$ cat config.mk
export PLATFORM = sky130hd
export DESIGN_NAME = ncc_sequencer
export DESIGN_NICKNAME = d
export VERILOG_FILES = /design/src/rtl/ncc_sequencer_pkg.sv /design/src/rtl/ncc_sequencer_counter.sv /design/src/rtl/ncc_sequencer.sv
export SDC_FILE = /design/constraint.sdc
export NUM_CORES = 1
export LEC_CHECK = 0
export CAP_MARGIN = 20
export CORE_MARGIN = 2
export CORE_UTILIZATION = 42
export DETAILED_ROUTE_END_ITERATION = 16
export PLACE_DENSITY = 0.76
export SLEW_MARGIN = 20
export SYNTH_ARGS = -nofsm -noshare
export SYNTH_HDL_FRONTEND = slang
export SYNTH_SLANG_ARGS = --single-unit
$ cat constraint.sdc
create_clock -name clk -period 1.9 [get_ports clk]
set_clock_uncertainty 0.1 [all_clocks]
set_input_delay 0.38 -clock clk [delete_from_list [all_inputs] [get_ports clk]]
set_output_delay 0.38 -clock clk [all_outputs]
set_load 0.05 [all_outputs]
$ cat src/rtl/ncc_sequencer_pkg.sv
// Shared types and default sizing for the NCC sequencer: FSM state encoding,
// default template/window/array dimensions and the descriptor word type.
package ncc_pkg;

  typedef enum logic [2:0] {
    ST_IDLE,
    ST_DESC,
    ST_WIN,
    ST_DRAIN,
    ST_FIN
  } ncc_state_e;

  localparam int DESC_WORDS_DEF = 64;
  localparam int WIN_PIXELS_DEF = 640;
  localparam int PE_COLS_DEF    = 16;

  typedef logic [31:0] desc_word_t;

endpackage

$ cat src/rtl/ncc_sequencer_counter.sv
// Clearable up-counter used for the descriptor, pixel and drain indices.
// The owner decides when to stop incrementing, so the count never wraps.
module ncc_sequencer_counter #(
  parameter int WIDTH = 4
) (
  input  logic             clk,
  input  logic             rst,
  input  logic             clr_i,
  input  logic             inc_i,
  output logic [WIDTH-1:0] count_o
);

  logic [WIDTH-1:0] count_q;

  // Clear has priority over increment so a restart always begins at zero.
  always_ff @(posedge clk or posedge rst) begin
    if (rst) begin
      count_q <= '0;
    end else if (clr_i) begin
      count_q <= '0;
    end else if (inc_i) begin
      count_q <= count_q + WIDTH'(1);
    end
  end

  assign count_o = count_q;

endmodule

$ cat src/rtl/ncc_sequencer.sv
// NCC match sequencer: loads the template descriptor into the PE array, streams
// window pixels, drains the accumulation chain and pulses done.
// Optional abort input is enabled by defining NCC_SEQ_ABORT_EN.
module ncc_sequencer
  import ncc_pkg::*;
#(
  parameter int DESC_WORDS = DESC_WORDS_DEF,
  parameter int WIN_PIXELS = WIN_PIXELS_DEF,
  parameter int PE_COLS    = PE_COLS_DEF
) (
  input  logic       clk,
  input  logic       rst,
  input  logic       start,
  input  logic       desc_valid,
  input  desc_word_t desc_data_in,
  output logic       desc_ready,
  input  logic       win_valid,
  output logic       win_ready,
  output desc_word_t desc_data_out,
  output logic       loadDescNow,
  output logic [3:0] descRow,
  output logic [1:0] descColGroup,
  output logic       loadWinReg,
  output logic       loadAccSumReg,
  output logic       result_valid,
  output logic       busy,
  output logic       done
`ifdef NCC_SEQ_ABORT_EN
  ,
  input  logic       abort
`endif
);

  localparam int DW = $clog2(DESC_WORDS);
  localparam int PW = $clog2(WIN_PIXELS);
  localparam int CW = $clog2(PE_COLS);

  ncc_state_e state_q;
  logic       load_desc_q;
  desc_word_t desc_data_q;
  logic [3:0] desc_row_q;
  logic [1:0] desc_col_q;
  logic       result_q;

  logic [DW-1:0] desc_cnt;
  logic [PW-1:0] pix_cnt;
  logic [CW-1:0] drain_cnt;
  logic [5:0]    desc_idx6;

  logic abort_w, run_start, cnt_clr;
  logic desc_hs, win_hs, drain_act;
  logic desc_last, pix_last, drain_last;

`ifdef NCC_SEQ_ABORT_EN
  assign abort_w = abort & (state_q != ST_IDLE);
`else
  assign abort_w = 1'b0;
`endif

  assign run_start = (state_q == ST_IDLE) & start;
  assign cnt_clr   = run_start | abort_w;

  assign desc_ready = (state_q == ST_DESC);
  assign win_ready  = (state_q == ST_WIN);
  assign busy       = (state_q != ST_IDLE);
  assign done       = (state_q == ST_FIN);

  // An abort cycle accepts nothing, so the array sees no partial update.
  assign desc_hs   = desc_valid & desc_ready & ~abort_w;
  assign win_hs    = win_valid & win_ready & ~abort_w;
  assign drain_act = (state_q == ST_DRAIN) & ~abort_w;

  assign desc_last  = (desc_cnt == DW'(DESC_WORDS - 1));
  assign pix_last   = (pix_cnt == PW'(WIN_PIXELS - 1));
  assign drain_last = (drain_cnt == CW'(PE_COLS - 2));

  assign loadWinReg    = win_hs;
  assign loadAccSumReg = win_hs | drain_act;

  // Row/column-group select is taken from a 6-bit view of the word index.
  generate
    if (DW >= 6) begin : g_idx_wide
      assign desc_idx6 = desc_cnt[5:0];
    end else begin : g_idx_narrow
      assign desc_idx6 = {{(6 - DW){1'b0}}, desc_cnt};
    end
  endgenerate

  // Counters stop on their final index, so none can wrap within a run.
  ncc_sequencer_counter #(.WIDTH(DW)) u_desc_cnt (
    .clk(clk), .rst(rst), .clr_i(cnt_clr),
    .inc_i(desc_hs & ~desc_last), .count_o(desc_cnt)
  );

  ncc_sequencer_counter #(.WIDTH(PW)) u_pix_cnt (
    .clk(clk), .rst(rst), .clr_i(cnt_clr),
    .inc_i(win_hs & ~pix_last), .count_o(pix_cnt)
  );

  ncc_sequencer_counter #(.WIDTH(CW)) u_drain_cnt (
    .clk(clk), .rst(rst), .clr_i(cnt_clr),
    .inc_i(drain_act & ~drain_last), .count_o(drain_cnt)
  );

  // Run-control FSM with registered descriptor strobe and result flag.
  always_ff @(posedge clk or posedge rst) begin
    if (rst) begin
      state_q     <= ST_IDLE;
      load_desc_q <= 1'b0;
      desc_data_q <= '0;
      desc_row_q  <= '0;
      desc_col_q  <= '0;
      result_q    <= 1'b0;
    end else begin
      load_desc_q <= desc_hs;
      result_q    <= (win_hs & (pix_cnt >= PW'(PE_COLS - 1))) | drain_act;
      if (desc_hs) begin
        desc_data_q <= desc_data_in;
        desc_row_q  <= desc_idx6[5:2];
        desc_col_q  <= desc_idx6[1:0];
      end
      if (abort_w) begin
        state_q <= ST_IDLE;
      end else begin
        case (state_q)
          ST_IDLE:  if (start) state_q <= ST_DESC;
          ST_DESC:  if (desc_hs && desc_last) state_q <= ST_WIN;
          ST_WIN:   if (win_hs && pix_last) state_q <= ST_DRAIN;
          ST_DRAIN: if (drain_last) state_q <= ST_FIN;
          ST_FIN:   state_q <= ST_IDLE;
          default:  state_q <= ST_IDLE;
        endcase
      end
    end
  end

  assign loadDescNow   = load_desc_q;
  assign desc_data_out = desc_data_q;
  assign descRow       = desc_row_q;
  assign descColGroup  = desc_col_q;
  assign result_valid  = result_q;

endmodule

==> impl_results.md <==
* Outcome: complete, no violations
* Total gr overflow at 0
* # diodes at 0
* First-pass GRT wire length at 9.64 mm
* Tmin final at 1.85 ns
* Pleak at 1.78 nW
* Tcrit/Tclk final at 0.975
* Avg Cell Area, Syn at 12.8 um2
* Final Hold Viols at 0
* Cells after synthesis at approximately 220
* Setup TNS at 0 ns
* Die height at 85.0 um
* Met2 routed WL at 3.09 mm
* Pre-antenna DRT Iters at 4
* Setup Viol. Count Final at 0
* GPL Wtd Cong at slightly below 0.8
* Die ar. at 7230 um2
* Max frequency at 540 MHz
* Maximum vdd drop at 0.000903 V
* Post-synth EDFFs at 0
* Initial core utilization at 0.434
* Synth area leader: dfrtp_1
* Routed met1 length at 2.62 mm
* Clock-pin slew on the worst setup and hold paths at 0.07 ns
* Commonest cells in the netlist: dfrtp_1, mux2_2, nand2_1
* Slew HR at 0.628
* Syn Nets at 256
* HP Class: primary input to async pin
* Via Count at a little over 2000
* Seq/Total Area, Yosys at 0.572
* Max-slew violation count at 0
* Top-count cell post-synth: dfrtp_1
* Vias in the first global route at between 1500 and 2000
* H-tree levels at 3
* Routed WL at between 6 and 7 mm
* CTS Root Cell: clkbuf_8
* # nets final at 355
* CTS Buf Count at 9
* Critical Path, Cell by Cell: or3_4 -> buf_6
* Top sig layer: met4
* PwrDens at 1360 nW/um2
* DRC errors left at 0
* Filler cells at 516
* Initial antenna violation count at 0
* Row cnt at 29
* # hold bufs at CTS at 0
* Count of different cell masters after synthesis at 41
* Die width at 85.0 um
* Total track usage at 0.169
* Setup crit end kind: output pin
* Critical path class: flop to output pin
* Yosys warnings at 0
* Post-synth ARST share at 1.00
* Slew @ Worst Pin at between 0.5 and 0.6 ns
* Fin Hold WS at 0.391 ns
* Worst Path Required at 1.42 ns
* Worst path arrival time at 1.37 ns
* CP max stage delay at about 0.46 ns
* DRT iter0 DRCs at 52
* Largest net degree at the start of global routing at 64
* RSZ-0062 raised after global routing: no
* IO buf count at 82
* Synth top area cells: dfrtp_1, mux2_2, ha_1
* DR vias/cell at 5.16
* Clock Sinks at between 60 and 70
* CTS tree: done
* Largest buffer count on any clock path at 2
* DP HPWL at 4.08 mm
* Post-synth top flop: dfrtp_1
* Mapped cell area at between 2000 and 3000 um2
* Share of the synthesized area in the top cell type at 0.572
* Slowest-stage cell, CP: dfrtp_2
* Max Fanout on Critical Path at 7
* Core Area at 6350 um2
* Io pins at a little over 80
* Synthesis-to-layout area growth at 43.2%
* Register bit total from synthesis at 63
* Final ANT Viol Nets at 0
* Max-Cap Viols at 0
* Wire length on met3 at between 200 and 300 um
* Layout cells sized above 1 at 0.401
* R2r setup slk at 0.11 ns
* Clock latency on the worst-skew pair at 0.33 ns
* Wire per inst at 15.2 um
* Crit path launch type: flop
power by group:
| group | total, mW | internal, mW | switching [mW] |
|---|---|---|---|
| Sequential | 1.90 | 1.68 | 0.224 |
| Clock | 1.10 | 0.615 | 0.489 |
| Combinational | 2.36 | 0.858 | 1.50 |
flip-flops by register name (all words and copies together) (netlist names):
signal	count
desc_data_out	32
u_pix_cnt.count_o	10
u_desc_cnt.count_o	6
descRow	4
u_drain_cnt.count_o	4
state_q	3
descColGroup	2
loadDescNow	1
result_valid	1
layout by cell type, fill, tap and decap left out, types with 8 or more instances in the layout:
cell / n
buf_4: 51
mux2_2: 38
nand2_1: 10
clkbuf_8: 13
clkdlybuf4s50_1: 36
inv_1: 9
nor2_1: 8
dfrtp_1: 60
area by class of cell:
| class | count | area (um2) | area share |
|---|---|---|---|
| Sequential cell | 63 | 1580 | 0.400 |
| Multi-Input combinational cell | 133 | 1120 | 0.284 |
| Timing Repair Buffer | 96 | 906 | 0.229 |
| Clock buffer | 14 | 183 | 0.0463 |
| Tap cell | 77 | 96.3 | 0.0244 |
| Inverter | 11 | 50.0 | 0.0127 |
| Clock inverter | 2 | 12.5 | 0.00317 |
routing by layer:
metal | up-vias | global-route usage
met4 | 0 | 0.0693
met3 | 4 | 0.0292
met5 | - | 0
met2 | 54 | 0.272
met1 | 1005 | 0.228
li1 | 981 | -
metrics by stage:
| step | util | setup slack [ns] | cell area [um2] | instances | power (mW) |
|---|---|---|---|---|---|
| after global routing | 0.622 | 0.00940 | 3950 | 396 | 5.63 |
| after detailed placement | 0.581 | -0.0768 | 3690 | 376 | 4.28 |
| after floorplan | - | -0.206 | 2770 | 215 | 3.50 |
| after global placement | 0.581 | -0.0597 | 3690 | 376 | 4.23 |
| final | 0.622 | 0.0483 | 3950 | 396 | 5.37 |
| after CTS | 0.618 | -0.00116 | 3930 | 394 | 5.42 |
what timing repair did:
item	CTS	global route
gates resized for setup	8	3
setup endpoints to repair	4	4
pin swaps	1	1
setup buffers	2	3
gates cloned	0	0
hold endpoints to repair	0	0
cells by family after synthesis:
| kind of cell | count (synthesis) | synth area share |
|---|---|---|
| multiplexers | 42 | 0.170 |
| flip-flops | 63 | 0.572 |
| AND/OR/NAND/NOR | 51 | 0.117 |
| XOR/XNOR | 4 | 0.0127 |
| adder cells (fa/ha/maj) | 4 | 0.0181 |
| AO/OA/AOI/OAI | 32 | 0.0803 |
| buffers and inverters | 19 | 0.0304 |
critical path: cells and delay by family, from the launching register on:
family | cells | cell delay [ns]
flops | 1 | 0.46
buf+inv | 1 | 0.16
simple gates | 1 | 0.42
path summary, 6_finish.rpt:
| path | start | end | depth (start not counted) |
|---|---|---|---|
| worst max-delay path | state_q[0] | busy | 2 |
| worst max register to register | state_q[0] | u_pix_cnt.count_o[5] | 4 |
| worst min register to register | desc_data_out[21] | desc_data_out[21] | 1 |
| min in group clk | desc_data_out[21] | desc_data_out[21] | 1 |
| max in group asynchronous | rst | state_q[0] | 3 |
| worst min-delay path | rst | desc_data_out[27] | 3 |
Power figures use the tool's default switching activity.
